`src/rtl/ov7670_pixel_packer.sv`:
```
// OV7670 capture front end: synchronizes the raw camera bus into clk, packs byte pairs
// into RGB565 words for the pixel queue and reports per-frame geometry/overflow status.
//
// state     | meaning
// IDLE      | capture disabled, waiting for enable
// WAIT_RISE | armed, waiting for vertical blanking to begin
// WAIT_FALL | in vertical blanking, next frame starts when vsync falls
// CAPTURE   | frame active, packing line bytes into pixels
module ov7670_pixel_packer #(
  parameter int FRAME_WIDTH  = 640,
  parameter int FRAME_HEIGHT = 480,
  parameter bit BYTE_SWAP    = 1'b0
) (
  input  logic        clk,
  input  logic        reset,
  input  logic        enable,
  input  logic        cam_pclk,
  input  logic        cam_vsync,
  input  logic        cam_href,
  input  logic [7:0]  cam_data,
  input  logic        queue_full,
  output logic        queue_wr_en,
  output logic [16:0] queue_data,
  output logic        frame_start,
  output logic        frame_done,
  output logic        frame_error,
  output logic        overflow,
  output logic [10:0] line_count
);

  typedef enum logic [1:0] {IDLE, WAIT_RISE, WAIT_FALL, CAPTURE} state_t;

  localparam logic [10:0] WIDTH_L  = 11'(FRAME_WIDTH);
  localparam logic [10:0] HEIGHT_L = 11'(FRAME_HEIGHT);
  localparam logic [10:0] CNT_MAX  = 11'h7ff;

  state_t      state, state_n;
  logic [2:0]  pclk_s;
  logic [1:0]  vsync_s, href_s;
  logic [7:0]  data_s1, data_s2;
  logic        vsync_q, href_q;
  logic [7:0]  b0;
  logic [15:0] pix_q;
  logic        push_q;
  logic        phase;
  logic        line_has_byte;
  logic [10:0] pix_cnt, line_cnt;
  logic        err;
  logic        sof_pending;

  logic        pe, vsync_rise, vsync_fall, href_fall;
  logic        line_close, line_err;
  logic [10:0] line_cnt_closed;
  logic        err_closed;
  logic        start_d, done_d;

  assign pe         = pclk_s[1] & ~pclk_s[2];
  assign vsync_rise = vsync_s[1] & ~vsync_q;
  assign vsync_fall = ~vsync_s[1] & vsync_q;
  assign href_fall  = ~href_s[1] & href_q;

  assign queue_wr_en = push_q;
  assign queue_data  = push_q ? {sof_pending, pix_q} : 17'd0;

  // Line bookkeeping is resolved combinationally so a line closing in the same
  // cycle as the frame end is already folded into the frame result.
  always_comb begin
    line_close      = (state == CAPTURE) & href_fall;
    line_err        = line_close & (phase | (pix_cnt != WIDTH_L));
    line_cnt_closed = line_cnt;
    if (line_close && line_has_byte && line_cnt != CNT_MAX)
      line_cnt_closed = line_cnt + 11'd1;
    err_closed      = err | line_err;
  end

  always_comb begin
    state_n = state;
    start_d = 1'b0;
    done_d  = 1'b0;
    case (state)
      IDLE:      if (enable) state_n = WAIT_RISE;
      WAIT_RISE: if (vsync_rise) state_n = WAIT_FALL;
      WAIT_FALL: begin
        if (vsync_fall) begin
          if (enable) begin
            start_d = 1'b1;
            state_n = CAPTURE;
          end else begin
            state_n = IDLE;
          end
        end
      end
      CAPTURE: begin
        if (vsync_rise) begin
          done_d  = 1'b1;
          state_n = WAIT_FALL;
        end
      end
      default: state_n = IDLE;
    endcase
  end

  always_ff @(posedge clk) begin
    if (reset) begin
      state         <= IDLE;
      pclk_s        <= '0;
      vsync_s       <= '0;
      href_s        <= '0;
      data_s1       <= '0;
      data_s2       <= '0;
      vsync_q       <= 1'b0;
      href_q        <= 1'b0;
      b0            <= '0;
      pix_q         <= '0;
      push_q        <= 1'b0;
      phase         <= 1'b0;
      line_has_byte <= 1'b0;
      pix_cnt       <= '0;
      line_cnt      <= '0;
      err           <= 1'b0;
      sof_pending   <= 1'b0;
      frame_start   <= 1'b0;
      frame_done    <= 1'b0;
      frame_error   <= 1'b0;
      overflow      <= 1'b0;
      line_count    <= '0;
    end else begin
      pclk_s  <= {pclk_s[1:0], cam_pclk};
      vsync_s <= {vsync_s[0], cam_vsync};
      href_s  <= {href_s[0], cam_href};
      data_s1 <= cam_data;
      data_s2 <= data_s1;
      vsync_q <= vsync_s[1];
      href_q  <= href_s[1];

      state       <= state_n;
      frame_start <= start_d;
      frame_done  <= done_d;
      push_q      <= 1'b0;

      if (done_d) begin
        line_count  <= line_cnt_closed;
        frame_error <= err_closed | (line_cnt_closed != HEIGHT_L);
      end

      // sof stays pending across a dropped push so the first stored pixel carries it
      if (push_q && !queue_full) sof_pending <= 1'b0;
      if (push_q && queue_full)  overflow    <= 1'b1;

      if (start_d) begin
        pix_cnt       <= '0;
        line_cnt      <= '0;
        err           <= 1'b0;
        phase         <= 1'b0;
        line_has_byte <= 1'b0;
        sof_pending   <= 1'b1;
      end else if (state == CAPTURE) begin
        if (line_close) begin
          line_cnt      <= line_cnt_closed;
          err           <= err_closed;
          phase         <= 1'b0;
          pix_cnt       <= '0;
          line_has_byte <= 1'b0;
        end else if (pe && href_s[1]) begin
          line_has_byte <= 1'b1;
          if (line_cnt >= HEIGHT_L) err <= 1'b1;
          if (!phase) begin
            b0    <= data_s2;
            phase <= 1'b1;
          end else begin
            phase <= 1'b0;
            if (pix_cnt != CNT_MAX) pix_cnt <= pix_cnt + 11'd1;
            if (BYTE_SWAP) pix_q <= {data_s2, b0};
            else           pix_q <= {b0, data_s2};
            if (pix_cnt < WIDTH_L && line_cnt < HEIGHT_L) push_q <= 1'b1;
            else                                          err    <= 1'b1;
          end
        end
      end
    end
  end

endmodule

```
`config.mk`:
```
export PLATFORM = sky130hd
export DESIGN_NAME = ov7670_pixel_packer
export DESIGN_NICKNAME = d
export VERILOG_FILES = /design/src/rtl/ov7670_pixel_packer.sv
export SDC_FILE = /design/constraint.sdc
export NUM_CORES = 1
export LEC_CHECK = 0
export ABC_AREA = 1
export BUFFER_PORTS_ARGS = -buffer_cell sky130_fd_sc_hd__buf_2
export CAP_MARGIN = 20
export CELL_PAD_IN_SITES_DETAIL_PLACEMENT = 0
export CELL_PAD_IN_SITES_GLOBAL_PLACEMENT = 2
export CORE_MARGIN = 1
export CORE_UTILIZATION = 30
export CTS_BUF_LIST = sky130_fd_sc_hd__clkbuf_2
export DETAILED_ROUTE_END_ITERATION = 8
export PLACE_DENSITY_LB_ADDON = 0.1
export SYNTH_ARGS = -nofsm -noshare
export SYNTH_HDL_FRONTEND = slang
export SYNTH_SLANG_ARGS = --single-unit
export TNS_END_PERCENT = 1
```
`constraint.sdc`:
```
create_clock -name clk -period 4.94 [get_ports clk]
set_clock_uncertainty 0.05 [all_clocks]
set_input_delay 0.494 -clock clk [delete_from_list [all_inputs] [get_ports clk]]
set_output_delay 0.494 -clock clk [all_outputs]
set_load 0.005 [all_outputs]
```
---- Yosys cells after proc, flatten, opt, wreduce, memory -nomap -nowiden ----
Cells that the tools add are included.
storage, ports and cells
  bits in registers ....................... 93
  output and inout port bits .............. 33
  input port bits ......................... 15
operators by class
  bitwise gates (word level) .............. 18
  equality and inequality tests ........... 10
  add/sub/neg operators ................... 2
  reduce and logical (&&, ||, !) cells .... 21
  mux-type cells .......................... 29
  magnitude comparators ................... 3
operator list
  operator                                                             count
  2-to-1 mux 11 bit                                                    5
  adder 11 x 1 -> 11 bit (second input constant)                       2
  != test 11 bit (second input constant)                               2
  2-to-1 mux 1 bit                                                     18
  2-to-1 mux 17 bit                                                    1
  greater-or-equal comparator 11 x 9 -> 1 bit (second input constant)  1
  < comparator 11 x 10 -> 1 bit (second input constant)                1
  < comparator 11 x 9 -> 1 bit (second input constant)                 1
  != test 11 x 10 -> 1 bit (second input constant)                     1
  != test 11 x 9 -> 1 bit (second input constant)                      1
  AND reduction 5 bit                                                  2
  NOT 1 bit                                                            9
  2-to-1 mux 2 bit                                                     4
  nonzero test 2 bit                                                   4
  bitwise AND 1 bit                                                    6
  logical AND 1 bit                                                    6
  case mux 2 bit (3 select lines)                                      1
  OR reduction 6 bit                                                   1
  == test 2 bit (second input constant)                                2
  != test 2 bit (second input constant)                                2
  AND reduction 2 bit                                                  2
  AND reduction 4 bit                                                  1
  OR reduction 2 bit                                                   2
  bitwise OR 1 bit                                                     3
  other kinds (5)                                                      5

---- Depth between registers and ports, before layout ----
  depth after elaboration ................. 8
  mapped depth ............................ 14

---- Worst setup path after synthesis ----
OpenSTA, ideal clock, no wires.
  kind .................................... register -> register
  start ................................... register line_cnt[0]
  end ..................................... register frame_error
  arrival ................................. 1.553 ns
  slack ................................... 3.228 ns
  setup time .............................. 0.109 ns
  stages on the path, launching flop included .. 15
  required time ........................... 4.781 ns
  period minus slack after synthesis ...... 1.712 ns
  cells stage by stage .................... dfxtp_1 > ha_1 > inv_1 > nor2_2 > nand3_4 > nand2_4 > inv_2 > nand2_1 > nand2_2 > inv_2 > nand2_1 > nor2_1 > nand3_1 > nand2_1 > inv_1
between the ends
  cells in the longest elaborated chain, start to end .. 5
RTL lines
  element                                                                         RTL line  RTL
  start, declared                                                                 47        logic [10:0] pix_cnt, line_cnt;
  start signal, assigned                                                          159       line_cnt <= line_cnt_closed;
  parallel branches: the longest is 2 deep, another holds adder 11 x 1 -> 11 bit  -
  2-to-1 mux 11 bit (*)                                                           71        if (line_close && line_has_byte && line_cnt != CNT_MAX)
  != test 11 x 9 -> 1 bit (*)                                                     143       frame_error <= err_closed | (line_cnt_closed != HEIGHT_L);
  bitwise OR 1 bit (*)                                                            143
  end signal, assigned                                                            143
  end, declared                                                                   26        output logic frame_error,
Every way passes the cells marked *.
A chain may end at the register's enable or synchronous reset.

---- Final worst setup path ----
  start ................................... register push_q, in the netlist queue_wr_en
  end ..................................... output port queue_data[16]
between the ends
  cells in the longest elaborated chain, start to end .. 1
RTL lines
  element                 RTL line  RTL
  start, declared         44        logic push_q;
  start signal, assigned  115       push_q <= 1'b0;
  start signal, assigned  139       push_q <= 1'b0;
  start signal, assigned  175       if (pix_cnt < WIDTH_L && line_cnt < HEIGHT_L) push_q <= 1'b1;
  2-to-1 mux 17 bit       63        assign queue_data = push_q ? {sof_pending, pix_q} : 17'd0;
  end, declared           23        output logic [16:0] queue_data,
No other way between the ends.

==> results.toml <==
[run_status]
run_status = "finished clean"

[floorplanning]
ios = 48
core_sq_um = 12700
die_area_sq_um = 13600
die_y_um = 117
rows = 41
initial_core_util = 0.309
die_x_um = 117

[timing]
rsz0062_at_grt = "no"
hold_violations = 0
postLayoutSetupSlackWorst_ps = 2540
finalSetupTns_ps = 0
setup_viol = 0
slew_viol_final = 0
min_period_ps = 2400
worst_pin_slew_ps = 838
slew_headroom = 0.440
fmax_ghz = 0.417
finalCritPeriodShare = 0.486

[global_routing]
gr-total-overflow = 0
grt_pass1_vias = 3070
met1_usage = 0.201
antenna_found_initial = 0
grt_util_met2 = 0.222
grt_util_all_layers = 0.147
grt_max_degree = 44
grtUsageMet3 = 0.0280
gr-max-usage-layer = "met2"
grt_pass1_wl_um = 15100

[run]
maxCapViolations = 0

[yosys]
syn_inst = 544
synth-main-ff-cell = "dfxtp_1"
avgSynthCellArea_sq_um = 7.23
synth-async-reset-ratio = 0
synth_top_area_frac = 0.473
yosysTopAreaCell = "dfxtp_1"
synth_nets = 563
ys_top_cells_by_count = "nor2_1, inv_1, dfxtp_1"
synth.ff_latch_count = 93
netlist_area_sq_um = 3940
yosysMostFrequentCell = "nor2_1"
synth_edf_count = 0
ys_seq_area_frac = 0.473
ys_warn_count = 0
ys_types = 34
synthTopCellsByArea = "dfxtp_1, nor2_1, inv_1, nand2_1, a21oi_1"

[power_and_ir_drop]
p_per_area_nw_per_um2 = 269
peakVddDrop_mv = 0.135
p_leak_nw = 2.25

[cts]
clockBufferDepth = 2
clockRootBuffer = "clkbuf_2"
ctsHtreeMaxLevel = 3
cts_tree = "built"
clk_latency_ps = 570
numCtsBuffers = 9
cts_resized = 0
path_clk_slew_ps = 280
cts.sinks = 93

[setup_path]
critPathMaxFanout = 20
cp_cell_sequence = "nand2_1 > inv_1 > buf_2"
start_kind = "register"
critPathCaptureType = "output pin"
slowest_stage = "dfxtp_1"
critPathKind = "reg2out"
rrSetupSlack_ps = 2880
r2r-end = "pix_q[8]$_SDFFE_PP0P_"
crit_arrival_ps = 1860
max_stage_delay_ps = 930
reg2regPathDepth = 7
r2r-start = "state[1]$_SDFFE_PP0P_"
required_ps = 4400

[detailed_routing]
ant_nets = 0
vias = 3320
wl_per_cell_um = 11.9
drc = 0
vias_per_cell = 4.29
totalWireLength_um = 9180
firstDrtPassIters = 4
drtIter0Drc = 227

[cells_and_area]
stdcell_area_sq_um = 4560
layout.area.seq_sq_um = 1860
multi_input_area_sq_um = 1620
nets = 616
fill_cells = 1441
area_delta_synth_final_pct = 15.8
drive_above_1_share = 0.148
finalNonFillerCells = 774
n_antenna_cell = 0

[place]
dp_hpwl_um = 6480
place_inst = 747
gp_congestion = 0.742
port_buffers = 47
postPlaceCellArea_sq_um = 4320
pre_cts_ws_ps = 2030

[worst_hold_path]
holdPathStages = 3
holdCritPathClass = "in2reg"
min_from = "queue_full"
holdPathEnd = "overflow$_SDFFE_PP0P_"
[flip-flops by register name, indices dropped and copies added, names as in the netlist, 2 cells and up]
name,count
b0,8
pix_q,16
data_s2,8
pix_cnt,11
state,2
line_count,11
data_s1,8
vsync_s,2
href_s,2
pclk_s,3
line_cnt,11
[through the flow]
stage                     utilization  hold WS [ps]  total power, mW
after floorplan                     -           338            0.805
after global placement          0.340           341            0.818
after detailed placement        0.340           345            0.818
after CTS                       0.358          30.7             1.25
after global routing            0.358          60.2             1.29
final                           0.358           106             1.23
[worst max-delay path: cells and delay by family (launching register included)]
kind	cells	cell delay, ps
buffers and inverters	2	210
and+or+nand+nor	1	150
DFF	1	930
[power breakdown]
| part | switching, mW | leakage, nW | internal (mW) | total, mW |
|---|---|---|---|---|
| Combinational | 0.0239 | 1.42 | 0.0173 | 0.0412 |
| Sequential | 0.00536 | 0.754 | 0.764 | 0.769 |
| Clock | 0.288 | 0.0755 | 0.129 | 0.416 |
| Total | 0.317 | 2.25 | 0.910 | 1.23 |
[per-layer routing]
layer	wire, um	part of all wire
met5	0	0
met4	158	0.017
met3	353	0.038
met2	3830	0.42
met1	4840	0.53
[kinds of logic after synthesis]
logic type | share of synthesized area
AO/OA/AOI/OAI | 0.0979
XOR/XNOR | 0.0153
adder cells (fa/ha/maj) | 0.0127
buffers and inverters | 0.116
flip-flops | 0.473
AND/OR/NAND/NOR | 0.285
[layout make-up]
type | count | area share
Timing Repair Buffer | 60 | 0.0791
Inverter | 101 | 0.0832
Tap cell | 172 | 0.0472
Clock buffer | 10 | 0.0110
Multi-Input combinational cell | 332 | 0.355
Sequential cell | 93 | 0.408
Clock inverter | 6 | 0.0165
[layout by cell type, fill, tap and decap left out, types with 3 or more instances in the layout]
master / count
nor2_1: 107
inv_1: 96
dfxtp_1: 93
nand2_1: 89
buf_2: 47
a21oi_1: 28
o21ai_0: 28
nand3_1: 26
dlygate4sd3_1: 11
clkbuf_2: 10
nand4_1: 7
o211ai_1: 6
nor2_2: 5
nor3_1: 5
xor2_1: 5
ha_1: 4
nand2_4: 3
inv_2: 3
inv_6: 3
[worst max path at each step]
stage	startpoint	to	slack, ps	cells after the start
6_report	queue_wr_en$_SDFF_PP0_	queue_data[16]	2540	3
4_1_cts	queue_wr_en$_SDFF_PP0_	queue_data[16]	2460	3
3_5_place_dp	reset	pix_cnt[1]$_SDFFE_PP0P_	2030	7
3_3_place_gp	reset	pix_cnt[1]$_SDFFE_PP0P_	2060	7
2_1_floorplan	line_cnt[0]$_SDFFE_PP0P_	frame_error$_SDFFE_PP0P_	3230	14
5_1_grt	queue_wr_en$_SDFF_PP0_	queue_data[12]	2340	3
[timing repair]
action,in CTS,in global routing
hold endpoints to repair,11,0
setup buffers,0,0
hold buffers,11,0
No activity file was read; power rests on OpenSTA's default activity.
